--- src/rtl/cnn_pkg.sv ---
// Shared definitions for the CNN pipeline stages (conv2d, maxpool2d) and their benches.
// Stage handshake: a start pulse is sampled only in IDLE; done pulses for one cycle after the final write.
package cnn_pkg;

   localparam int unsigned CNN_DATA_WIDTH = 16;

   // Linear index of element (ch, r, c) in a channel-major H x W feature-map buffer.
   function automatic int unsigned lin3(input int unsigned ch, input int unsigned r,
                                        input int unsigned c, input int unsigned h,
                                        input int unsigned w);
      return (ch * h + r) * w + c;
   endfunction

endpackage

--- src/rtl/pool_addr_gen.sv ---
// Window counters for maxpool2d: walks channel, output row, output column and the window
// row-major, producing the current input read address and pooled output address.
module pool_addr_gen import cnn_pkg::*; #(
   parameter int unsigned CHANNELS = 1,
   parameter int unsigned IMG_SIZE = 28,
   parameter int unsigned POOL     = 2,
   parameter int unsigned IN_AW    = 10,
   parameter int unsigned OUT_AW   = 8
) (
   input  logic              clk,
   input  logic              reset,
   input  logic              clear,
   input  logic              step_elem,
   input  logic              step_window,
   output logic [IN_AW-1:0]  in_addr,
   output logic [OUT_AW-1:0] out_addr,
   output logic              last_elem,
   output logic              last_window
);

   localparam int unsigned OUT_SIZE = IMG_SIZE / POOL;
   localparam int unsigned CH_W = (CHANNELS > 1) ? $clog2(CHANNELS) : 1;
   localparam int unsigned OS_W = (OUT_SIZE > 1) ? $clog2(OUT_SIZE) : 1;
   localparam int unsigned K_W  = (POOL > 1) ? $clog2(POOL) : 1;

   logic [CH_W-1:0] ch_q, ch_d;
   logic [OS_W-1:0] orow_q, orow_d, ocol_q, ocol_d;
   logic [K_W-1:0]  kr_q, kr_d, kc_q, kc_d;
   logic            last_kr, last_kc, last_ocol, last_orow, last_ch;

   always_comb begin
      last_kc   = (kc_q == K_W'(POOL - 1));
      last_kr   = (kr_q == K_W'(POOL - 1));
      last_ocol = (ocol_q == OS_W'(OUT_SIZE - 1));
      last_orow = (orow_q == OS_W'(OUT_SIZE - 1));
      last_ch   = (ch_q == CH_W'(CHANNELS - 1));
      last_elem   = last_kr && last_kc;
      last_window = last_ch && last_orow && last_ocol;

      ch_d   = ch_q;
      orow_d = orow_q;
      ocol_d = ocol_q;
      kr_d   = kr_q;
      kc_d   = kc_q;
      if (clear) begin
         ch_d   = '0;
         orow_d = '0;
         ocol_d = '0;
         kr_d   = '0;
         kc_d   = '0;
      end else if (step_window) begin
         kr_d = '0;
         kc_d = '0;
         if (last_ocol) begin
            ocol_d = '0;
            if (last_orow) begin
               orow_d = '0;
               ch_d   = last_ch ? '0 : ch_q + 1'b1;
            end else begin
               orow_d = orow_q + 1'b1;
            end
         end else begin
            ocol_d = ocol_q + 1'b1;
         end
      end else if (step_elem) begin
         if (last_kc) begin
            kc_d = '0;
            kr_d = kr_q + 1'b1;
         end else begin
            kc_d = kc_q + 1'b1;
         end
      end

      in_addr  = IN_AW'(lin3(32'(ch_q), 32'(orow_q) * POOL + 32'(kr_q),
                             32'(ocol_q) * POOL + 32'(kc_q), IMG_SIZE, IMG_SIZE));
      out_addr = OUT_AW'(lin3(32'(ch_q), 32'(orow_q), 32'(ocol_q), OUT_SIZE, OUT_SIZE));
   end

   always_ff @(posedge clk or negedge reset) begin
      if (!reset) begin
         ch_q   <= '0;
         orow_q <= '0;
         ocol_q <= '0;
         kr_q   <= '0;
         kc_q   <= '0;
      end else begin
         ch_q   <= ch_d;
         orow_q <= orow_d;
         ocol_q <= ocol_d;
         kr_q   <= kr_d;
         kc_q   <= kc_d;
      end
   end

endmodule

--- src/rtl/maxpool2d.sv ---
// Non-overlapping POOL x POOL signed max-pooling with optional fused ReLU, reading the conv2d
// output buffer through a 1-cycle-latency port and writing one pooled value per window.
module maxpool2d import cnn_pkg::*; #(
   parameter int unsigned DATA_WIDTH = CNN_DATA_WIDTH,
   parameter int unsigned CHANNELS   = 1,
   parameter int unsigned IMG_SIZE   = 28,
   parameter int unsigned POOL       = 2,
   parameter int unsigned RELU_EN    = 0,
   localparam int unsigned OUT_SIZE  = IMG_SIZE / POOL,
   localparam int unsigned IN_AW     = (CHANNELS * IMG_SIZE * IMG_SIZE > 1) ?
                                       $clog2(CHANNELS * IMG_SIZE * IMG_SIZE) : 1,
   localparam int unsigned OUT_AW    = (CHANNELS * OUT_SIZE * OUT_SIZE > 1) ?
                                       $clog2(CHANNELS * OUT_SIZE * OUT_SIZE) : 1
) (
   input  logic                  clk,
   input  logic                  reset,
   input  logic                  start,
   output logic [IN_AW-1:0]      in_addr,
   output logic                  in_en,
   input  logic [DATA_WIDTH-1:0] in_q,
   output logic [OUT_AW-1:0]     out_addr,
   output logic                  out_en,
   output logic                  out_we,
   output logic [DATA_WIDTH-1:0] out_d,
   output logic                  busy,
   output logic                  done
);

   if (IMG_SIZE % POOL != 0) begin : g_bad_pool
      $error("maxpool2d: IMG_SIZE must be a multiple of POOL");
   end

   typedef enum logic [2:0] {ST_IDLE, ST_READ, ST_DRAIN, ST_WRITE, ST_DONE} state_t;

   state_t                       state_q, state_d;
   logic                         in_en_q, in_en_d, elem0_q, elem0_d;
   logic                         cap_q, cap_d, cap_first_q, cap_first_d;
   logic                         out_en_q, out_en_d, busy_q, busy_d, done_q, done_d;
   logic signed [DATA_WIDTH-1:0] max_q, max_d, out_d_q, out_d_d;
   logic [OUT_AW-1:0]            out_addr_q, out_addr_d, gen_out_addr;
   logic                         clear, step_elem, step_window, last_elem, last_window;

   pool_addr_gen #(
      .CHANNELS (CHANNELS),
      .IMG_SIZE (IMG_SIZE),
      .POOL     (POOL),
      .IN_AW    (IN_AW),
      .OUT_AW   (OUT_AW)
   ) u_addr_gen (
      .clk         (clk),
      .reset       (reset),
      .clear       (clear),
      .step_elem   (step_elem),
      .step_window (step_window),
      .in_addr     (in_addr),
      .out_addr    (gen_out_addr),
      .last_elem   (last_elem),
      .last_window (last_window)
   );

   always_comb begin
      state_d     = state_q;
      clear       = 1'b0;
      step_elem   = 1'b0;
      step_window = 1'b0;
      case (state_q)
         ST_IDLE:  if (start) begin
                      state_d = ST_READ;
                      clear   = 1'b1;
                   end
         ST_READ:  if (last_elem) state_d = ST_DRAIN;
                   else           step_elem = 1'b1;
         ST_DRAIN: state_d = ST_WRITE;
         ST_WRITE: if (last_window) state_d = ST_DONE;
                   else begin
                      state_d     = ST_READ;
                      step_window = 1'b1;
                   end
         ST_DONE:  state_d = ST_IDLE;
         default:  state_d = ST_IDLE;
      endcase

      // Read data lags its enable by one cycle, so the capture flags trail in_en by one stage.
      in_en_d     = (state_d == ST_READ);
      elem0_d     = (state_d == ST_READ) && (state_q != ST_READ);
      cap_d       = in_en_q;
      cap_first_d = elem0_q;

      max_d = max_q;
      if (cap_q && (cap_first_q || ($signed(in_q) > max_q))) max_d = $signed(in_q);

      out_en_d   = (state_d == ST_WRITE);
      out_addr_d = out_en_d ? gen_out_addr : '0;
      out_d_d    = '0;
      if (out_en_d) out_d_d = ((RELU_EN != 0) && max_d[DATA_WIDTH-1]) ? '0 : max_d;

      busy_d = (state_d == ST_READ) || (state_d == ST_DRAIN) || (state_d == ST_WRITE);
      done_d = (state_d == ST_DONE);
   end

   always_ff @(posedge clk or negedge reset) begin
      if (!reset) begin
         state_q     <= ST_IDLE;
         in_en_q     <= 1'b0;
         elem0_q     <= 1'b0;
         cap_q       <= 1'b0;
         cap_first_q <= 1'b0;
         max_q       <= '0;
         out_en_q    <= 1'b0;
         out_addr_q  <= '0;
         out_d_q     <= '0;
         busy_q      <= 1'b0;
         done_q      <= 1'b0;
      end else begin
         state_q     <= state_d;
         in_en_q     <= in_en_d;
         elem0_q     <= elem0_d;
         cap_q       <= cap_d;
         cap_first_q <= cap_first_d;
         max_q       <= max_d;
         out_en_q    <= out_en_d;
         out_addr_q  <= out_addr_d;
         out_d_q     <= out_d_d;
         busy_q      <= busy_d;
         done_q      <= done_d;
      end
   end

   assign in_en    = in_en_q;
   assign out_en   = out_en_q;
   assign out_we   = out_en_q;
   assign out_addr = out_addr_q;
   assign out_d    = out_d_q;
   assign busy     = busy_q;
   assign done     = done_q;

endmodule

--- config.mk ---
export PLATFORM = sky130hd
export DESIGN_NAME = maxpool2d
export DESIGN_NICKNAME = d
export VERILOG_FILES = /design/src/rtl/cnn_pkg.sv /design/src/rtl/pool_addr_gen.sv /design/src/rtl/maxpool2d.sv
export SDC_FILE = /design/constraint.sdc
export NUM_CORES = 1
export LEC_CHECK = 0
export BUFFER_PORTS_ARGS = -buffer_cell sky130_fd_sc_hd__clkbuf_2
export CAP_MARGIN = 20
export CORE_MARGIN = 10
export CORE_UTILIZATION = 50
export DETAILED_ROUTE_END_ITERATION = 10
export PLACE_DENSITY = 0.81
export SLEW_MARGIN = 20
export SYNTH_ARGS = -nofsm -noshare
export SYNTH_HDL_FRONTEND = slang
export SYNTH_SLANG_ARGS = --single-unit
--- constraint.sdc ---
create_clock -name clk -period 3.7 [get_ports clk]
set_input_delay 0.74 -clock clk [delete_from_list [all_inputs] [get_ports clk]]
set_output_delay 0.74 -clock clk [all_outputs]
set_load 0.1 [all_outputs]
======== Yosys cells after proc, flatten, opt, wreduce, memory -nomap -nowiden ========
Index checks and enable logic that the tools add are counted.
storage, ports and cells
  word-level logic and storage cells ...... 93
  bits in registers ....................... 61
  output and inout port bits .............. 39
  input port bits ......................... 19
cells by class
  equal/unequal tests ..................... 10
  add/subtract/negate cells ............... 11
  multiplexer cells ....................... 33
  reductions and logical operators ........ 17
  bitwise gates (word level) .............. 1
  $lt $le $gt $ge ......................... 1
  multiply operators ...................... 4
operators with widths
  cell                    number
  $add A6 B32 Y32         1
  $mul A32 B3 Y7 const B  1
  $mul A32 B3 Y8 const B  1
  $mux W16                2
  $mux W4                 7
  $mux W1                 19
  $gt A16 B16 Y1          1
  $add A5 B1 Y6           2
  $eq A3 B2 Y1 const B    4
  $pmux W3 S4             1
  $add A10 B10 Y10        1
  $mux W3                 3
  $add A4 B1 Y4 const B   2
  $add A8 B4 Y8           1
  $eq A4 B4 Y1 const B    2
  $mul A1 B3 Y4 const B   2
  $mux W8                 1
  $add A5 B4 Y6           1
  $eq A3 B1 Y1 const B    2
  $reduce_bool A2 Y1      3
  $reduce_bool A3 Y1      2
  $logic_and A1 B1 Y1     5
  $reduce_and A2 Y1       2
  $add A1 B1 Y1 const B   3
  other kinds (6)         8

======== Logic depth before layout (Yosys ltp) ========
Gate-level depths: netlist of the first run.
  depth in word-level cells ............... 8
  gate-level depth with buffers ........... 10
  gate-level depth less buffers ........... 10

======== By module ========
Synthesis of the first run repeated with hierarchy kept, for this count alone.
second synthesis, totals
  cell total of the unflattened synthesis .. 351
  area total of the unflattened synthesis .. 3666.0 um2
by module, submodules not included
  module         cells an instance  area an instance (um2)  instances  seq. area each (um2)
  maxpool2d      209                2362.3                  1          1251.2
  pool_addr_gen  142                1303.8                  1          250.2

======== Worst setup path after synthesis of the first run ========
OpenSTA, ideal clock, no wires.
  path kind ............................... flip-flop to output port
  start ................................... register u_addr_gen.orow_q[0]
  end ..................................... output port in_addr[9]
  data required time ...................... 2960 ps
  arrival ................................. 3882 ps
  stages on the path, launching flop included .. 9
  buffers on the path ..................... 0
  setup slack ............................. -922 ps
  path through ............................ dfrtp_1 fa_1 inv_1 fa_1 xor2_1 or3_1 nor3_1 o21ai_0 a21oi_1
on the way
  longest elaborated chain between the ends .. 4
RTL lines
  what                      line                 source
  start: declaration        pool_addr_gen.sv:27  logic [OS_W-1:0] orow_q, orow_d, ocol_q, ocol_d;
  start signal: assignment  pool_addr_gen.sv:88  orow_q <= orow_d;
  $add A5 B1 Y6             pool_addr_gen.sv:74  in_addr = IN_AW'(lin3(32'(ch_q), 32'(orow_q) * POOL + 32'(kr_q),
  $add A6 B32 Y32           cnn_pkg.sv:11        return (ch * h + r) * w + c;
  $mul A32 B3 Y8            cnn_pkg.sv:11
  $add A10 B10 Y10          cnn_pkg.sv:11
  end: declaration          maxpool2d.sv:18      output logic [IN_AW-1:0] in_addr,
Every way passes these cells.

======== Worst setup path after layout of the first run ========
  start ................................... register u_addr_gen.kr_q
  end ..................................... output port in_addr[9]
on the way
  longest elaborated chain between the ends .. 4
RTL lines
  what                      line                 source
  start: declaration        pool_addr_gen.sv:28  logic [K_W-1:0] kr_q, kr_d, kc_q, kc_d;
  start signal: assignment  pool_addr_gen.sv:90  kr_q <= kr_d;
  $add A5 B1 Y6             pool_addr_gen.sv:74
  $add A6 B32 Y32           cnn_pkg.sv:11
  $mul A32 B3 Y8            cnn_pkg.sv:11
  $add A10 B10 Y10          cnn_pkg.sv:11
Every way passes these cells.

==> results.sh, run 1 <==
export IMPL_timing_reg2reg_worst_path_depth=9
export IMPL_synth_edf_count=0
export IMPL_synth_area_per_cell_um2=10.1
export IMPL_slew_headroom=0.315
export IMPL_synth_nets=418
export IMPL_cell_family_with_the_largest_share_of_critical_path_delay="adder cells"
export IMPL_detailedPlace_worstSlack_ps=24.7
export IMPL_detail_route_first_pass_iterations=4
export IMPL_routed_via_density=5.26
export IMPL_num_rows=30
export IMPL_ys_async_sr_fraction=1.00
export IMPL_setup_violations=1
export IMPL_path_depth=10
export IMPL_crit_reg2reg_launch="u_addr_gen.orow_q[1]"
export IMPL_grt_remaining_overflow=0
export IMPL_required_ps=2960
export IMPL_critical_path_origin="u_addr_gen.kr_q"
export IMPL_initial_core_util=0.524
export IMPL_grt_first_pass_wirelength_mm=13.5
export IMPL_setup_worst_path_end_class="primary output"
export IMPL_clock_tree_buffer_depth=2
export IMPL_synth_cell_types=51
export IMPL_areaGrowthSynthToFinish_pct=21.7
export IMPL_vias_in_the_first_global_route=2973
export IMPL_cts_hold_fix_buffers=0
export IMPL_nFillCells=602
export IMPL_port_buffer_count=57
export IMPL_drive_above_1_share=0.328
export IMPL_detailroute_via_count=2769
export IMPL_gpl_final_weighted_congestion=0.825
export IMPL_vdd_ir_drop_max_uv=537
export IMPL_regToRegSetupSlack_ps=940
export IMPL_avgRoutedWirePerCell_um=15.3
export IMPL_synth_top_area_share=0.415
export IMPL_ant_nets=0
export IMPL_finalNetCount=487
export IMPL_cts_tree="yes"
export IMPL_max_freq_ghz=0.262
export IMPL_netlist_top_cell_by_area="dfrtp_1"
export IMPL_drc_errors=0
export IMPL_sum_of_routed_wire_length_over_all_layers_mm=8.03
export IMPL_rsz_0062_raised_after_global_routing="yes"
export IMPL_path_class="reg -> out"
export IMPL_reg2reg_to="out_addr[7]"
export IMPL_critical_path_slowest_cell="fa_1"
export IMPL_ys_top_cells_by_area="dfrtp_1 41%, ha_1 12%, fa_1 4.4%"
export IMPL_final_max_slew_viol_count=0
export IMPL_design_core_area_mm2=0.00691
export IMPL_track_usage=0.147
export IMPL_setup_tns_ps=-114
export IMPL_ys_dominant_reg_cell="dfrtp_1"
export IMPL_grt_antenna_before_repair=0
export IMPL_leak_nw=2.20
export IMPL_final_design_area_no_fill_mm2=0.00440
export IMPL_part_of_the_cycle_the_worst_path_needs=1.03
export IMPL_worstPathArrival_ps=3070
export IMPL_drt_first_iter_violations=51
export IMPL_total_cts_buffers=9
export IMPL_period_needed_ps=3810
export IMPL_clock_tree_htree_level_count=3
export IMPL_synthesis_instances=357
export IMPL_synth_seq_cells=60
export IMPL_layout_cells_non_filler=526
export IMPL_post_synth_instance_area_mm2=0.00362
export IMPL_synth_seq_area_share=0.415
export IMPL_cts_root_buffer="clkbuf_8"
export IMPL_design_portCount=58
export IMPL_layout_cells_most_common="dfrtp_1"
export IMPL_final_core_utilization=0.638
export IMPL_failed_checks="setup timing"
export IMPL_ys_warn_count=0
export IMPL_grt_start_max_net_pins=39
export IMPL_layout_cells_most_common_list="60 x dfrtp_1, 53 x clkbuf_2, 36 x inv_1"
export IMPL_hold_path_class="reg -> reg"
export IMPL_power_density_mw_per_mm2=818
export IMPL_insertion_delay_ps=340
export IMPL_worstHoldStart="cap_first_d"
export IMPL_clk_transition_reported_paths_ps=60
export IMPL_inst_count_dp=509
export IMPL_dpl_hpwl_mm=6.15
export IMPL_cp_slowest_stage_delay_ps=540
export IMPL_start_kind="flop"
export IMPL_max_slew_worst_pin_slew_ps=1010
export IMPL_drv_cap=0
export IMPL_dpl_cell_area_mm2=0.00410
export IMPL_hold_viol=0
export IMPL_die_height_um=105
export IMPL_status="finished, violations left"
export IMPL_critical_path_max_fanout=2
export IMPL_cp_num_buf_inv=2
export IMPL_crit_chain="fa_1 > ha_2 > inv_2 > fa_2 > xor2_1 > or3_4 > nor3_4 > o21ai_1 > a21oi_2 > buf_12"
export IMPL_clock_skew_ps=6.48
export IMPL_antennaDiodeCount=0
export IMPL_cts_sink_count=60
export IMPL_die_w_um=105
export IMPL_last_element_of_the_critical_path="in_addr[9]"
export IMPL_die_area_mm2=0.0110
export IMPL_postLayoutSetupSlackWorst_ps=-114
synth_stat cells, types with 2 or more instances:
master and number:
a21o_1 4, a21oi_1 29, a21oi_2 10, a31oi_1 3, and2_1 2, and3b_1 2
buf_1 2, buf_4 3, buf_6 2, clkbuf_1 3, dfrtp_1 60, fa_1 8
ha_1 34, inv_1 37, nand2_1 29, nand2b_1 3, nand3_1 13, nand3_2 10
nand3b_1 2, nand4_1 4, nor2_1 15, nor2b_1 7, nor3_1 6, o211ai_1 2
o21ai_0 11, o21ai_1 6, o21ai_2 10, or2_2 2, or3_1 4, or4b_2 2
xnor2_1 8, xor2_1 5
area by class of cell:
type,instances,area [um^2],share of cell area
Tap cell,96,120,0.0273
Clock inverter,4,72.6,0.0165
Multi-Input combinational cell,248,1990,0.452
Clock buffer,11,151,0.0344
Sequential cell,60,1500,0.341
Inverter,37,139,0.0315
Timing Repair Buffer,70,430,0.0978
worst min path at each step:
stage	endpoint	slack (ps)	cells past startpoint
final	cap_first_q	350	0
after floorplan	cap_first_q	330	0
after global routing	cap_first_q	360	0
after global placement	cap_first_q	330	0
after CTS	cap_first_q	350	0
after detailed placement	cap_first_q	340	0
flip-flops by register name, indices dropped and copies added, names as in the netlist, 3 cells and up:
| register | flops |
|---|---|
| max_q | 16 |
| out_d | 16 |
| u_addr_gen.ocol_q | 4 |
| u_addr_gen.orow_q | 4 |
| state_q | 3 |
| out_addr | 8 |
logic make-up after synthesis:
family | after synthesis | share of synthesized area
adder cells (fa/ha/maj) | 42 | 0.162
flip-flops | 60 | 0.415
AND/OR/NAND/NOR | 105 | 0.163
AO/OA/AOI/OAI | 87 | 0.164
buffers and inverters | 49 | 0.0629
multiplexers | 1 | 0.00277
XOR/XNOR | 13 | 0.0315
where the power goes:
| part | switching (W) | total [W] | internal (W) |
|---|---|---|---|
| Combinational | 0.00145 | 0.00197 | 0.000515 |
| Clock | 0.000247 | 0.000657 | 0.000411 |
| Sequential | 0.000135 | 0.000977 | 0.000842 |
timing repair:
action / CTS / global route
gates resized for setup: 5 / 11
setup buffers: 1 / 1
pin swaps: 2 / 4
setup endpoints to repair: 3 / 3
per-stage QoR:
stage | total power, W | hold slack, ps
after global routing | 0.00384 | 363
after CTS | 0.00363 | 354
final | 0.00360 | 349
after detailed placement | 0.00295 | 339
after floorplan | 0.00262 | 331
after global placement | 0.00289 | 334
per-layer routing:
layer | track usage | up-vias | wire length, um
li1 | - | 1372 | -
met1 | 0.160 | 1333 | 3380
met2 | 0.256 | 53 | 4050
met3 | 0.0602 | 11 | 507
met4 | 0.0402 | 0 | 90
met5 | 0 | - | 0
(Power assumes the default switching activity.)
==> run 2, diff against run 1 <==
PLACE_DENSITY = 0.73   (was 0.81)
==> run 2 against run 1 <==
Compared with the run above: the flow still finishes with violations (setup timing); sequential share of layout area down 0.38 points; critical path depth unchanged; wire length up 0.93%; die area unchanged; register-to-register slack about the same; clock skew up 9.8 ps; global-route usage down 0.32 points; hold slack worse by 7.8 ps; cell count up 0.19%; sequential power about the same; critical endpoint unchanged; largest power group unchanged.
==> results.sh, run 2 (synthesis results as in run 1) <==
export IMPL_status="finished, violations left"
export IMPL_failed_checks="setup timing"
export IMPL_initial_core_util=0.524
export IMPL_leak_nw=2.21
export IMPL_timing_reg2reg_worst_path_depth=9
export IMPL_cts_hold_fix_buffers=0
export IMPL_path_class="reg -> out"
export IMPL_grt_first_pass_wirelength_mm=13.2
export IMPL_total_cts_buffers=9
export IMPL_cp_slowest_stage_delay_ps=510
export IMPL_die_area_mm2=0.0110
export IMPL_detailedPlace_worstSlack_ps=51.2
export IMPL_start_kind="flop"
export IMPL_die_w_um=105
export IMPL_hold_viol=0
export IMPL_setup_tns_ps=-102
export IMPL_port_buffer_count=57
export IMPL_sum_of_routed_wire_length_over_all_layers_mm=8.11
export IMPL_drv_cap=0
export IMPL_critical_path_max_fanout=4
export IMPL_ant_nets=0
export IMPL_drt_first_iter_violations=80
export IMPL_avgRoutedWirePerCell_um=15.4
export IMPL_layout_cells_most_common="dfrtp_1"
export IMPL_vdd_ir_drop_max_uv=522
export IMPL_areaGrowthSynthToFinish_pct=23.2
export IMPL_hold_path_cell_count=0
export IMPL_part_of_the_cycle_the_worst_path_needs=1.03
export IMPL_crit_reg2reg_launch="u_addr_gen.orow_q[1]"
export IMPL_crit_chain="fa_1 > ha_2 > inv_1 > fa_2 > xor2_1 > or3_4 > nor3_4 > o21ai_2 > a21oi_2 > buf_12"
export IMPL_hold_path_class="reg -> reg"
export IMPL_design_core_area_mm2=0.00691
export IMPL_layout_cells_non_filler=527
export IMPL_critical_path_slowest_cell="fa_1"
export IMPL_clk_transition_reported_paths_ps=80
export IMPL_design_portCount=58
export IMPL_detailroute_via_count=2804
export IMPL_setup_violations=1
export IMPL_dpl_hpwl_mm=5.94
export IMPL_gpl_final_weighted_congestion=0.816
export IMPL_worstPathArrival_ps=3060
export IMPL_power_density_mw_per_mm2=803
export IMPL_antennaDiodeCount=0
export IMPL_insertion_delay_ps=340
export IMPL_min_to="cap_first_q"
export IMPL_nFillCells=576
export IMPL_rsz_0062_raised_after_global_routing="yes"
export IMPL_max_freq_ghz=0.263
export IMPL_cts_root_buffer="clkbuf_8"
export IMPL_num_rows=30
export IMPL_inst_count_dp=508
export IMPL_drc_errors=0
export IMPL_clock_skew_ps=16.2
export IMPL_slew_headroom=0.350
export IMPL_drive_above_1_share=0.339
export IMPL_worstHoldStart="cap_first_d"
export IMPL_reg2reg_to="out_addr[7]"
export IMPL_final_max_slew_viol_count=0
export IMPL_cts_sink_count=60
export IMPL_cts_tree="yes"
export IMPL_period_needed_ps=3800
export IMPL_regToRegSetupSlack_ps=950
export IMPL_track_usage=0.143
export IMPL_grt_remaining_overflow=0
export IMPL_grt_start_max_net_pins=43
export IMPL_layout_cells_most_common_list="59 x dfrtp_1, 52 x clkbuf_2, 37 x inv_1"
export IMPL_detail_route_first_pass_iterations=6
export IMPL_clock_tree_buffer_depth=2
export IMPL_grt_antenna_before_repair=0
export IMPL_clock_tree_htree_level_count=3
export IMPL_routed_via_density=5.32
export IMPL_vias_in_the_first_global_route=2800
export IMPL_setup_worst_path_end_class="primary output"
export IMPL_finalNetCount=487
export IMPL_die_height_um=105
export IMPL_max_slew_worst_pin_slew_ps=961
export IMPL_postLayoutSetupSlackWorst_ps=-102
export IMPL_required_ps=2960
-- run 2: critical path: cells and delay by family (launching register included) --
kind / cells / cell delay [ps]
and+or+nand+nor: 2 / 540
DFF: 1 / 440
buffers and inverters: 2 / 250
AOI/OAI and AO/OA: 2 / 280
adders and majority gates: 3 / 1020
xor gates and xnor gates: 1 / 180
-- run 2: worst max-delay path by stage --
| stage | from | to |
|---|---|---|
| after floorplan | u_addr_gen.orow_q[0] | in_addr[9] |
| after global placement | u_addr_gen.orow_q[0] | in_addr[9] |
| after detailed placement | u_addr_gen.orow_q[0] | in_addr[9] |
| after CTS | u_addr_gen.orow_q[0] | in_addr[9] |
| after global routing | u_addr_gen.orow_q[0] | in_addr[9] |
| final | u_addr_gen.orow_q[0] | in_addr[9] |
-- run 2: per-layer routing --
layer,global-route usage,up-vias,wire (um)
met1,0.168,1345,3550
met2,0.241,71,4050
met3,0.0516,10,431
li1,-,1378,-
met5,0,-,0
met4,0.0422,0,75
-- run 2: cell type report --
| type | count | area (um^2) | share of cell area |
|---|---|---|---|
| inverter | 37 | 139 | 0.0312 |
| timing repair buffer | 70 | 434 | 0.0974 |
| tap | 96 | 120 | 0.0270 |
| clock inverter | 3 | 42.5 | 0.00955 |
| sequential | 60 | 1500 | 0.337 |
| multi-input combinational | 248 | 2040 | 0.458 |
| clock buffer | 13 | 179 | 0.0401 |
-- run 2: repair_timing --
action	in CTS	in global routing
resized for setup	6	21
setup endpoints to repair	3	3
setup buffers	1	2
pin swaps	3	6
cloned	0	0
-- run 2: report_power, final --
| part | total [W] | internal, W | switching (W) |
|---|---|---|---|
| Clock | 0.000638 | 0.000383 | 0.000255 |
| Combinational | 0.00196 | 0.000518 | 0.00145 |
| Sequential | 0.000977 | 0.000842 | 0.000135 |
-- run 2: metrics by stage --
stage / util / power (W) / hold WS, ps / cell area (um^2)
after detailed placement: 0.593 / 0.00294 / 337 / 4100
final: 0.645 / 0.00358 / 341 / 4460
after CTS: 0.630 / 0.00360 / 343 / 4350
after floorplan: - / 0.00262 / 331 / 3660
after global routing: 0.645 / 0.00383 / 360 / 4460
after global placement: 0.593 / 0.00290 / 334 / 4100
